### src/rtl/riscv_pkg.sv
// Shared RV32I decode definitions: opcode constants, format codes and the
// decoded-instruction record that the decode FIFO stores.
package riscv_pkg;

  localparam int IMM_MAX = 64;

  localparam logic [6:0] OP_LUI     = 7'b0110111;
  localparam logic [6:0] OP_AUIPC   = 7'b0010111;
  localparam logic [6:0] OP_JAL     = 7'b1101111;
  localparam logic [6:0] OP_JALR    = 7'b1100111;
  localparam logic [6:0] OP_BTYPE   = 7'b1100011;
  localparam logic [6:0] OP_LOADS   = 7'b0000011;
  localparam logic [6:0] OP_STORES  = 7'b0100011;
  localparam logic [6:0] OP_ARITH_I = 7'b0010011;
  localparam logic [6:0] OP_ARITH_R = 7'b0110011;

  typedef enum logic [2:0] {
    FMT_R = 3'd0,
    FMT_I = 3'd1,
    FMT_S = 3'd2,
    FMT_B = 3'd3,
    FMT_U = 3'd4,
    FMT_J = 3'd5
  } fmt_e;

  // imm is always held at the widest legal XLEN; narrower stages truncate.
  typedef struct packed {
    logic [6:0]         opcode;
    logic [2:0]         funct3;
    logic [6:0]         funct7;
    logic [4:0]         rs1;
    logic [4:0]         rs2;
    logic [4:0]         rd;
    logic [IMM_MAX-1:0] imm;
    fmt_e               fmt;
    logic               illegal;
  } dec_t;

endpackage

### src/rtl/imm_gen.sv
// Combinational format classification, legality check and sign-extended
// immediate generation for one RV32I instruction word.
module imm_gen
  import riscv_pkg::*;
(
  input  logic [31:0]        instr,
  output logic [IMM_MAX-1:0] imm,
  output fmt_e               fmt,
  output logic               illegal
);

  logic [6:0] op;
  logic [2:0] f3;

  assign op = instr[6:0];
  assign f3 = instr[14:12];

  always_comb begin
    fmt     = FMT_R;
    illegal = 1'b0;
    imm     = '0;
    case (op)
      OP_LUI, OP_AUIPC:              fmt = FMT_U;
      OP_JAL:                        fmt = FMT_J;
      OP_JALR: begin
        fmt     = FMT_I;
        illegal = (f3 != 3'b000);
      end
      OP_LOADS, OP_ARITH_I:          fmt = FMT_I;
      OP_BTYPE:                      fmt = FMT_B;
      OP_STORES:                     fmt = FMT_S;
      OP_ARITH_R:                    fmt = FMT_R;
      default:                       illegal = 1'b1;
    endcase
    if (instr[1:0] != 2'b11) illegal = 1'b1;
    // Illegal words degrade to R so the immediate below collapses to zero.
    if (illegal) fmt = FMT_R;
    case (fmt)
      FMT_I: imm = {{52{instr[31]}}, instr[31:20]};
      FMT_S: imm = {{52{instr[31]}}, instr[31:25], instr[11:7]};
      FMT_B: imm = {{51{instr[31]}}, instr[31], instr[7], instr[30:25], instr[11:8], 1'b0};
      FMT_U: imm = {{32{instr[31]}}, instr[31:12], 12'b0};
      FMT_J: imm = {{43{instr[31]}}, instr[31], instr[19:12], instr[20], instr[30:21], 1'b0};
      default: imm = '0;
    endcase
  end

endmodule

### src/rtl/instr_decode_stage.sv
// Decode stage: decodes on acceptance into a 2-entry FIFO whose head drives
// the outputs. Valid/ready on both sides, flush and async reset.
module instr_decode_stage
  import riscv_pkg::*;
#(
  parameter int XLEN = 32,
  parameter int PC_W = 32
) (
  input  logic            CLK,
  input  logic            RST_N,
  input  logic            FLUSH,
  input  logic            IN_VALID,
  output logic            IN_READY,
  input  logic [31:0]     INSTR,
  input  logic [PC_W-1:0] PC_IN,
  output logic            OUT_VALID,
  input  logic            OUT_READY,
  output logic [6:0]      OPCODE,
  output logic [2:0]      FUNCT3,
  output logic [6:0]      FUNCT7,
  output logic [4:0]      RS1,
  output logic [4:0]      RS2_SHAMT,
  output logic [4:0]      RD,
  output logic [XLEN-1:0] IMM,
  output logic [2:0]      FMT,
  output logic            ILLEGAL,
  output logic [PC_W-1:0] PC_OUT
);

  typedef enum logic [1:0] {EMPTY, ONE, FULL} occ_e;

  occ_e              state, state_nxt;
  logic              in_ready_q;
  logic              push, pop;
  logic              wr_ptr, rd_ptr;
  dec_t              dec_in, head;
  dec_t              mem    [2];
  logic [PC_W-1:0]   pc_mem [2];
  logic [IMM_MAX-1:0] ig_imm;
  fmt_e              ig_fmt;
  logic              ig_ill;

  imm_gen u_imm_gen (
    .instr   (INSTR),
    .imm     (ig_imm),
    .fmt     (ig_fmt),
    .illegal (ig_ill)
  );

  always_comb begin
    dec_in.opcode  = INSTR[6:0];
    dec_in.funct3  = INSTR[14:12];
    dec_in.funct7  = INSTR[31:25];
    dec_in.rs1     = INSTR[19:15];
    dec_in.rs2     = INSTR[24:20];
    dec_in.rd      = INSTR[11:7];
    dec_in.imm     = ig_imm;
    dec_in.fmt     = ig_fmt;
    dec_in.illegal = ig_ill;
  end

  // Flush overrides both sides of the handshake.
  assign push = IN_VALID & in_ready_q & ~FLUSH;
  assign pop  = OUT_VALID & OUT_READY & ~FLUSH;

  always_comb begin
    state_nxt = state;
    if (FLUSH) state_nxt = EMPTY;
    else begin
      case (state)
        EMPTY:   if (push) state_nxt = ONE;
        ONE:     if (push && !pop) state_nxt = FULL;
                 else if (pop && !push) state_nxt = EMPTY;
        FULL:    if (pop) state_nxt = ONE;
        default: state_nxt = EMPTY;
      endcase
    end
  end

  always_ff @(posedge CLK or negedge RST_N) begin
    if (!RST_N) begin
      state      <= EMPTY;
      in_ready_q <= 1'b0;
      wr_ptr     <= 1'b0;
      rd_ptr     <= 1'b0;
    end else begin
      state      <= state_nxt;
      in_ready_q <= (state_nxt != FULL);
      wr_ptr     <= FLUSH ? 1'b0 : (wr_ptr ^ push);
      rd_ptr     <= FLUSH ? 1'b0 : (rd_ptr ^ pop);
    end
  end

  always_ff @(posedge CLK or negedge RST_N) begin
    if (!RST_N) begin
      for (int i = 0; i < 2; i++) begin
        mem[i]    <= '0;
        pc_mem[i] <= '0;
      end
    end else if (push) begin
      mem[wr_ptr]    <= dec_in;
      pc_mem[wr_ptr] <= PC_IN;
    end
  end

  assign head      = mem[rd_ptr];
  assign IN_READY  = in_ready_q;
  assign OUT_VALID = (state != EMPTY);
  assign OPCODE    = head.opcode;
  assign FUNCT3    = head.funct3;
  assign FUNCT7    = head.funct7;
  assign RS1       = head.rs1;
  assign RS2_SHAMT = head.rs2;
  assign RD        = head.rd;
  assign IMM       = head.imm[XLEN-1:0];
  assign FMT       = head.fmt;
  assign ILLEGAL   = head.illegal;
  assign PC_OUT    = pc_mem[rd_ptr];

  if (XLEN < IMM_MAX) begin : g_trunc
    logic unused_imm_hi;
    assign unused_imm_hi = ^head.imm[IMM_MAX-1:XLEN];
  end

endmodule

### config.mk
export PLATFORM = sky130hd
export DESIGN_NAME = instr_decode_stage
export DESIGN_NICKNAME = d
export VERILOG_FILES = /design/src/rtl/riscv_pkg.sv /design/src/rtl/imm_gen.sv /design/src/rtl/instr_decode_stage.sv
export SDC_FILE = /design/constraint.sdc
export NUM_CORES = 1
export LEC_CHECK = 0
export BUFFER_PORTS_ARGS = -buffer_cell sky130_fd_sc_hd__buf_2
export CAP_MARGIN = 20
export CORE_MARGIN = 1
export CORE_UTILIZATION = 50
export CTS_CLUSTER_SIZE = 14
export DETAILED_ROUTE_END_ITERATION = 12
export PLACE_DENSITY_LB_ADDON = 0.05
export SLEW_MARGIN = 20
export SYNTH_ARGS = -nofsm -noshare
export SYNTH_HDL_FRONTEND = slang
export SYNTH_SLANG_ARGS = --single-unit
### constraint.sdc
create_clock -name CLK -period 2.5 [get_ports CLK]
set_clock_uncertainty 0.2 [all_clocks]
set_input_delay 0.125 -clock CLK [delete_from_list [all_inputs] [get_ports CLK]]
set_output_delay 0.125 -clock CLK [all_outputs]
set_load 0.005 [all_outputs]
==> metrics.txt, run 1 <==
status complete, no violations; first-pass detailed-route iteration total 4; async set-reset flop share out of synthesis 1.00; DR vias 6638; worst reg-to-reg path cell count 7; cell taking the most area after synthesis dfrtp_1; detailed-placement wirelength estimate 13700 um; grt ovf 0; Worst-Margin Slew 0.907 ns; PortBufs 170; Mapped Area 0.00916 mm2; Worst VDD drop 0.573 mV; WP data required 2.17 ns; flops & latches, synth 205; CTS buffer count 22; Synthesis Warnings 0; Placer Congestion 0.781; largest net degree at the start of global routing 76; most crowded layer after global routing met2; startpoint types register; commonest register cell after synthesis dfrtp_1; Synth top area share 0.560; Layout area overhead 30.0%; Die Area 0.0189 mm2; max_slew headroom 0.393; Syn Nets 833; GRT met3 Usage 0.0530; fin cells 1240; Detail Route Antenna Nets 0; met1 Usage GRT 0.298; post-synthesis cell count 762; Power Dens Cells 858 mW/mm2; CTS tree yes; Final WS setup 0.164 ns; layout cells sized above 1 0.441; worst r2r src IN_READY$_DFF_PN0_; fin crit share 0.934; critical path peak fanout 45; HP Class in -> async; DRT iter0 DRCs 241; CP endpoint kind primary output; Hold Buf Count CTS 71; Final Cell Area 0.0119 mm2; Site Rows 49; Horiz. Die Dim 137 um; Post-synth top cells dfrtp_1 (205), mux2_2 (204), nor2_1 (69); starting density of the core 0.510; WL per Instance 17.1 um; grt met2 use 0.389; Final Slew Violations 0; clock insertion delay at the later pin of the skew report 0.50 ns; Tot GR Track Use 0.232; reg2reg end mem[19]$_DFFE_PN0P_; H-Tree Depth 1; clk buf depth 3; clk sinks 205; crit path kind reg -> out; LEAKAGE 5.32 nW; synth top area cells dfrtp_1 (56%), mux2_2 (25%), nor2_1 (2.8%), a21oi_1 (2.6%), nand2_1 (2.5%); first-pass GRT wire length 34100 um; Sum Neg Setup Slack 0 ns; cts repair resizes 0; vias in the first global route 6784; setup bufs post-CTS 0; Post-route DRC 0; Post-Route WL 21200 um; Layout Nets 1066; most frequent cell after synthesis dfrtp_1; Max-cap violations 0; achievable frequency 428 MHz; Clk pin slew, worst setup/hold paths 0.06 ns; CP startpoint rd_ptr$_DFF_PN0_; placed insts 1129; Post-synth EDFFs 0; Period minus WS final 2.34 ns; register area share after synthesis 0.560; R2R setup slack 0.35 ns; Setup WS pre-CTS 0.299 ns; # setup viols final 0; initial antenna violation count 0; Vias/cell 5.35; I/O pins 171; die height 137 um; Distinct cells, synth 45; core region area 0.0180 mm2; Placed Area 0.0103 mm2; final hold vios 0; setup repair after global routing missed its margin no; Avg Inst Size Synth 12.0 um2; CTS root buf clkbuf_16; Critical path destination ILLEGAL; CP Data Arrival Time 2.01 ns; diode count 0
[logic make-up (layout without fill, tap and decap cells)]
kind of cell             count (synthesis)  in the layout  share of synthesized area
AO/OA/AOI/OAI                          114            114                     0.0724
XOR/XNOR                                 1              1                   0.000956
adder cells (fa/ha/maj)                  2              2                    0.00273
buffers and inverters                   79            328                     0.0358
flip-flops                             205            205                      0.560
multiplexers                           207            207                      0.254
AND/OR/NAND/NOR                        154            154                     0.0742
[sequential cells by signal (all words and copies together), names as in the netlist]
signal / cells
IN_READY: 1
mem: 136
pc_mem: 64
rd_ptr: 1
state: 2
wr_ptr: 1
[where the power goes]
part           leakage, nW  total [W]  internal, W  switching, W
sequential            2.48    0.00452      0.00412      0.000392
combinational         2.43    0.00206      0.00120      0.000861
clock                0.411    0.00364      0.00234       0.00130
total                 5.32     0.0102      0.00766       0.00255
[worst min-delay path by stage]
stage,slack (ns),end
3_5_place_dp,-0.09,mem[178]$_DFFE_PN0P_
2_1_floorplan,-0.37,IN_READY$_DFF_PN0_
5_1_grt,0.06,mem[178]$_DFFE_PN0P_
4_1_cts,0.05,mem[178]$_DFFE_PN0P_
6_report,0.04,mem[178]$_DFFE_PN0P_
3_3_place_gp,-0.1,mem[178]$_DFFE_PN0P_
[critical path, cell delays in order (launching register included)]
cell	delay [ns]
dfrtp_4	0.64
buf_12	0.31
mux2_2	0.39
buf_2	0.13
[through the flow]
step	hold WS (ns)	util	total power [W]
floorplan	-0.371	-	0.00572
global placement	-0.0968	0.576	0.00642
detailed placement	-0.0851	0.576	0.00655
CTS	0.0535	0.663	0.0103
global route	0.0647	0.663	0.0108
finish	0.0370	0.663	0.0102
[placed cells by master (no fill, tap or decap), types with 2 or more instances in the layout]
cell type	count
bufinv_16	5
buf_4	9
nand3b_1	3
nor2_2	2
a21oi_2	2
dfrtp_1	204
inv_1	30
a21oi_1	47
clkbuf_8	6
mux2_2	204
dlygate4sd3_1	70
clkbuf_16	23
nor2_1	69
mux2i_1	3
buf_2	169
nand2_1	62
buf_12	8
ha_4	2
a21bo_2	2
clkinv_2	5
nand2b_1	2
o21ai_0	31
o22ai_1	14
a31oi_1	11
nor3_2	2
[cell type report]
type,count,area (um2)
multi-input combinational,478,3730
tap,229,287
clock buffer,29,648
inverter,30,113
clock inverter,11,183
fill,1373,6060
sequential,205,5130
timing repair buffer,258,1820
[metal layers]
metal	wire (um)	vias to the layer above	share of wire
met5	0	-	0
met2	10400	180	0.49
met4	479	0	0.023
met3	1300	36	0.061
li1	-	3114	-
met1	9060	3308	0.43
(Power assumes the default switching activity.)
==> inputs of run 2 (changes only) <==
--- a/config.mk
+++ b/config.mk
@@ -8,7 +8,7 @@
 export BUFFER_PORTS_ARGS = -buffer_cell sky130_fd_sc_hd__buf_2
 export CAP_MARGIN = 20
 export CORE_MARGIN = 1
-export CORE_UTILIZATION = 50
+export CORE_UTILIZATION = 35
 export CTS_CLUSTER_SIZE = 14
 export DETAILED_ROUTE_END_ITERATION = 12
 export PLACE_DENSITY_LB_ADDON = 0.05
==> constraint.sdc (replaced) <==
create_clock -name CLK -period 2.5 [get_ports CLK]
set_clock_uncertainty 0.2 [all_clocks]
set_input_delay 0.25 -clock CLK [delete_from_list [all_inputs] [get_ports CLK]]
set_output_delay 0.25 -clock CLK [all_outputs]
set_load 0.005 [all_outputs]
==> run 2 against run 1 <==
  * Critical path depth unchanged
  * Worst setup slack better by 0.079 ns
  * Design area is 1.0% higher
  * Clock power grew 3%
  * Die area increased by 42%
  * Via count is essentially flat
  * Critical endpoint is now RS2_SHAMT[2]
  * Highest routed layer unchanged
==> metrics.txt, run 2 (synthesis results as in run 1) <==
status complete, no violations (unchanged); max_slew headroom 0.595 (was 0.393); Fill cells 2344 (was 1373); setup repair after global routing missed its margin no (unchanged); critical path peak fanout 61 (was 45); Site Rows 58 (was 49); crit path kind reg -> out (unchanged); fin cells 1344 (was 1240); Clk pin slew, worst setup/hold paths 0.05 ns (was 0.06 ns); detailed-placement wirelength estimate 15200 um (was 13700 um); worst r2r src IN_READY$_DFF_PN0_ (unchanged); DR vias 6642 (was 6638); top flop regs mem x136, pc_mem x64, state x2 (unchanged); CP Data Arrival Time 1.81 ns (was 2.01 ns); setup bufs post-CTS 0 (unchanged); I/O pins 171 (unchanged); CTS root buf clkbuf_16 (unchanged); max reg flops 136 (unchanged); CP startpoint rd_ptr$_DFF_PN0_ (unchanged); Period minus WS final 2.26 ns (was 2.34 ns); final hold vios 0 (unchanged); startpoint types register (unchanged); HP Class in -> reg (was in -> async); LEAKAGE 5.33 nW (was 5.32 nW); core region area 0.0254 mm2 (was 0.0180 mm2); clock insertion delay at the later pin of the skew report 0.51 ns (was 0.50 ns); Layout Nets 1068 (was 1066); WP data required 2.05 ns (was 2.17 ns); grt ovf 0 (unchanged); Worst-Margin Slew 0.607 ns (was 0.907 ns); Horiz. Die Dim 164 um (was 137 um); die height 164 um (was 137 um); Tot GR Track Use 0.175 (was 0.232); Post-Route WL 23000 um (was 21200 um); multi-input logic area 0.00373 mm2 (about the same); Die Area 0.0268 mm2 (was 0.0189 mm2); Hold Startpoint IN_VALID; # setup viols final 0 (unchanged); diode count 0 (unchanged); CTS tree yes (unchanged); initial antenna violation count 0 (unchanged); clk buf depth 3 (unchanged); Placer Congestion 0.762 (was 0.781); Reg with most FFs mem (unchanged); Final Slew Violations 0 (unchanged); H-Tree Depth 1 (unchanged); Detail Route Antenna Nets 0 (unchanged); Layout area overhead 31.3% (was 30.0%); fin crit share 0.903 (was 0.934); first-pass detailed-route iteration total 7 (was 4); PortBufs 170 (unchanged); starting density of the core 0.361 (was 0.510); Worst VDD drop 0.506 mV (was 0.573 mV); DRT iter0 DRCs 292 (was 241); vias in the first global route 7207 (was 6784); WL per Instance 17.1 um (about the same); CP endpoint kind primary output (unchanged); FF/Latch Area 0.00513 mm2 (unchanged); Sum Neg Setup Slack 0 ns (unchanged); first-pass GRT wire length 37000 um (was 34100 um); Post-route DRC 0 (unchanged); Power Dens Cells 858 mW/mm2 (about the same); placed insts 1234 (was 1129); most frequent cells in the layout dfrtp_1 (204), mux2_2 (204), buf_2 (169) (unchanged); CTS buffer count 24 (was 22); achievable frequency 443 MHz (was 428 MHz); Vias/cell 4.94 (was 5.35); Max-cap violations 0 (unchanged); layout cells sized above 1 0.445 (was 0.441); clk sinks 205 (unchanged); largest net degree at the start of global routing 68 (was 76)
-- run 2: worst paths after layout --
kind | end | slack (ns) | depth (start not counted)
max | RS2_SHAMT[2] | 0.24 | 3
min | wr_ptr$_DFF_PN0_ | 0.11 | 6
max reg2reg | mem[112]$_DFFE_PN0P_ | 0.51 | 8
min reg2reg | mem[171]$_DFFE_PN0P_ | 0.30 | 1
max in group asynchronous | pc_mem[50]$_DFFE_PN0P_ | 1.27 | 3
min in group asynchronous | mem[183]$_DFFE_PN0P_ | 0.12 | 2
-- run 2: critical path, stage by stage, from the launching register on --
cell	delay (ns)
dfrtp_4	0.45
buf_12	0.29
mux2_2	0.40
buf_2	0.13
-- run 2: power breakdown --
| part | leakage [nW] | switching, W | internal, W |
|---|---|---|---|
| Clock | 0.431 | 0.00135 | 0.00240 |
| Combinational | 2.42 | 0.000882 | 0.00119 |
| Sequential | 2.48 | 0.000376 | 0.00413 |
| Total | 5.33 | 0.00261 | 0.00772 |
-- run 2: layer usage --
layer / GRT usage / part of all wire
met1: 0.214 / 0.43
met2: 0.308 / 0.49
met3: 0.0409 / 0.060
met4: 0.0429 / 0.019
met5: 0 / 0
-- run 2: through the flow --
stage | utilization | total power, W | hold slack, ns | area (um2) | worst slack, ns
after floorplan | - | 0.00572 | -0.246 | 9160 | 0.392
final | 0.474 | 0.0103 | 0.105 | 12000 | 0.243
after detailed placement | 0.413 | 0.00660 | 0.117 | 10500 | 0.116
after global routing | 0.474 | 0.0109 | 0.163 | 12000 | 0.163
after global placement | 0.413 | 0.00647 | 0.105 | 10500 | 0.154
after CTS | 0.474 | 0.0105 | 0.0884 | 12000 | 0.0874
-- run 2: timing repair --
action,4_1_cts,5_1_grt
resized for setup,0,1
hold buffers,67,0
hold endpoints to repair,259,0
setup endpoints to repair,0,5
-- run 2: area by class of cell --
| class | count | share of cell area |
|---|---|---|
| Clock buffer | 34 | 0.0598 |
| Timing Repair Buffer | 258 | 0.148 |
| Clock inverter | 9 | 0.0121 |
| Inverter | 30 | 0.00936 |
| Tap cell | 330 | 0.0343 |
| Multi-Input combinational cell | 478 | 0.310 |
| Sequential cell | 205 | 0.427 |
==> inputs of run 3 (changes only) <==
--- a/config.mk
+++ b/config.mk
@@ -11,7 +11,7 @@
 export CORE_UTILIZATION = 35
 export CTS_CLUSTER_SIZE = 14
 export DETAILED_ROUTE_END_ITERATION = 12
-export PLACE_DENSITY_LB_ADDON = 0.05
+export PLACE_DENSITY = 0.53
 export SLEW_MARGIN = 20
 export SYNTH_ARGS = -nofsm -noshare
 export SYNTH_HDL_FRONTEND = slang
==> run 3 against run 2 <==
  * Clock power is 9.6% lower
  * Final cell count down 0.22%
  * Count of clock-buffer cells in the layout increased by 5
  * Register-to-register slack lost 0.06 ns
  * Die area is the same
  * Critical path type unchanged
  * First-iteration DRC count shrank 30%
  * Sequential cell count unchanged
==> metrics.txt, run 3 (synthesis results as in run 1) <==
max reg flops 136 (unchanged); Tot GR Track Use 0.169 (was 0.175); Internal 0.00739 W (was 0.00772 W); first-pass detailed-route iteration total 4 (was 7); largest net degree at the start of global routing 116 (was 68); Layout Nets 1067 (was 1068); top flop regs mem x136, pc_mem x64, state x2 (unchanged); setup repair after global routing missed its margin no (unchanged); fin crit share 0.941 (was 0.903); PortBufs 170 (unchanged); final core occ 0.470 (was 0.474); Horiz. Die Dim 164 um (unchanged); I/O pins 171 (unchanged); detailed-placement wirelength estimate 14000 um (was 15200 um); clock share of power 0.341 (was 0.363); layout cells sized above 1 0.438 (was 0.445); Final Slew Violations 0 (unchanged); DR vias 6444 (was 6642); clk sinks 205 (unchanged); core region area 0.0254 mm2 (unchanged); worst r2r src IN_READY$_DFF_PN0_ (unchanged); WP data required 2.05 ns (about the same); CP Data Arrival Time 1.90 ns (was 1.81 ns); CTS root buf clkbuf_16 (unchanged); status complete, no violations (unchanged); LEAKAGE 5.27 nW (was 5.33 nW); critical path peak fanout 15 (was 61); first-pass GRT wire length 35800 um (was 37000 um); CTS buffer count 24 (unchanged); Sum Neg Setup Slack 0 ns (unchanged); HP Class in -> async (was in -> reg); achievable frequency 425 MHz (was 443 MHz); startpoint types register (unchanged); Psw 0.00255 W (was 0.00261 W); worst reg-to-reg path cell count 6 (was 8); starting density of the core 0.361 (unchanged); CTS tree yes (unchanged); WL per Instance 16.5 um (was 17.1 um); total power 0.00994 W (was 0.0103 W); Seq pwr share 0.452 (was 0.436); final hold vios 0 (unchanged); Vias/cell 4.81 (was 4.94); grt ovf 0 (unchanged); clk buf depth 3 (unchanged); Site Rows 58 (unchanged); die height 164 um (unchanged); reg2reg end pc_mem[5]$_DFFE_PN0P_ (was mem[112]$_DFFE_PN0P_); Hold WS 0.107 ns (was 0.105 ns); Layout area overhead 30.3% (was 31.3%); crit path kind reg -> out (unchanged); Combinational Power Share 0.206 (was 0.201); # setup viols final 0 (unchanged); R2R setup slack 0.45 ns (was 0.51 ns); Die Area 0.0268 mm2 (unchanged); Post-route DRC 0 (unchanged); Detail Route Antenna Nets 0 (unchanged); Clk pin slew, worst setup/hold paths 0.06 ns (was 0.05 ns); Max-cap violations 0 (unchanged); most frequent cells in the layout dfrtp_1 (204), mux2_2 (204), buf_2 (169) (unchanged); Period minus WS final 2.35 ns (was 2.26 ns); DRT iter0 DRCs 203 (was 292); Worst-Margin Slew 0.622 ns (was 0.607 ns); clock insertion delay at the later pin of the skew report 0.50 ns (was 0.51 ns); Worst VDD drop 0.495 mV (was 0.506 mV); vias in the first global route 6800 (was 7207); sw frac 0.257 (was 0.252); Reg with most FFs mem (unchanged); diode count 0 (unchanged); Post-Route WL 22100 um (was 23000 um); H-Tree Depth 1 (unchanged); max_slew headroom 0.585 (was 0.595); Power Dens Cells 833 mW/mm2 (was 858 mW/mm2); Placer Congestion 0.708 (was 0.762); initial antenna violation count 0 (unchanged); CP endpoint kind primary output (unchanged)
run 3: power by group through the flow:
| stage | Clock (W) | Combinational [W] | Sequential (W) |
|---|---|---|---|
| 2_1_floorplan | 0 | 0.00128 | 0.00443 |
| 5_1_grt | 0.00363 | 0.00230 | 0.00461 |
| 3_5_place_dp | 0 | 0.00199 | 0.00456 |
| 4_1_cts | 0.00351 | 0.00209 | 0.00450 |
| 6_report | 0.00339 | 0.00205 | 0.00450 |
| 3_3_place_gp | 0 | 0.00196 | 0.00454 |
run 3: critical path, stage by stage (launching register included):
cell and delay (ns):
dfrtp_4 0.62, buf_4 0.28, mux2_2 0.37, buf_2 0.13
run 3: worst max-delay path by stage:
| stage | from | end | slack [ns] | depth (start not counted) |
|---|---|---|---|---|
| 5_1_grt | rd_ptr$_DFF_PN0_ | PC_OUT[23] | 0.05 | 3 |
| 4_1_cts | rd_ptr$_DFF_PN0_ | PC_OUT[26] | 0.08 | 3 |
| 6_report | rd_ptr$_DFF_PN0_ | PC_OUT[26] | 0.15 | 3 |
| 3_5_place_dp | INSTR[4] | mem[13]$_DFFE_PN0P_ | 0.17 | 6 |
| 2_1_floorplan | IN_READY$_DFF_PN0_ | mem[135]$_DFFE_PN0P_ | 0.39 | 8 |
| 3_3_place_gp | INSTR[4] | mem[14]$_DFFE_PN0P_ | 0.19 | 6 |
run 3: layout make-up:
cell class                 instances  area [um2]
fill                            2399       13500
multi-input combinational        478        3740
inverter                          30         113
clock inverter                     2        35.0
sequential                       205        5130
timing repair buffer             257        1780
tap                              330         413
clock buffer                      39         728
run 3: per-layer routing:
layer | vias to the layer above | GRT usage | wire, um
met4 | 0 | 0.0379 | 350
met5 | - | 0 | 0
met1 | 3154 | 0.217 | 9910
met3 | 29 | 0.0432 | 1440
li1 | 3112 | - | -
met2 | 149 | 0.284 | 10400
run 3: metrics by stage:
step | worst slack, ns | cells | instance area [um2]
after floorplan | 0.392 | 762 | 9160
after global placement | 0.189 | 1231 | 10500
after detailed placement | 0.173 | 1231 | 10500
after CTS | 0.0846 | 1341 | 11900
after global routing | 0.0523 | 1341 | 11900
final | 0.148 | 1341 | 11900
run 3: timing repair:
item	4_1_cts	5_1_grt
setup endpoints to repair	10	2
setup buffers	1	0
gates resized for setup	0	3
endpoints found under the hold margin	332	0
hold buffers	68	0
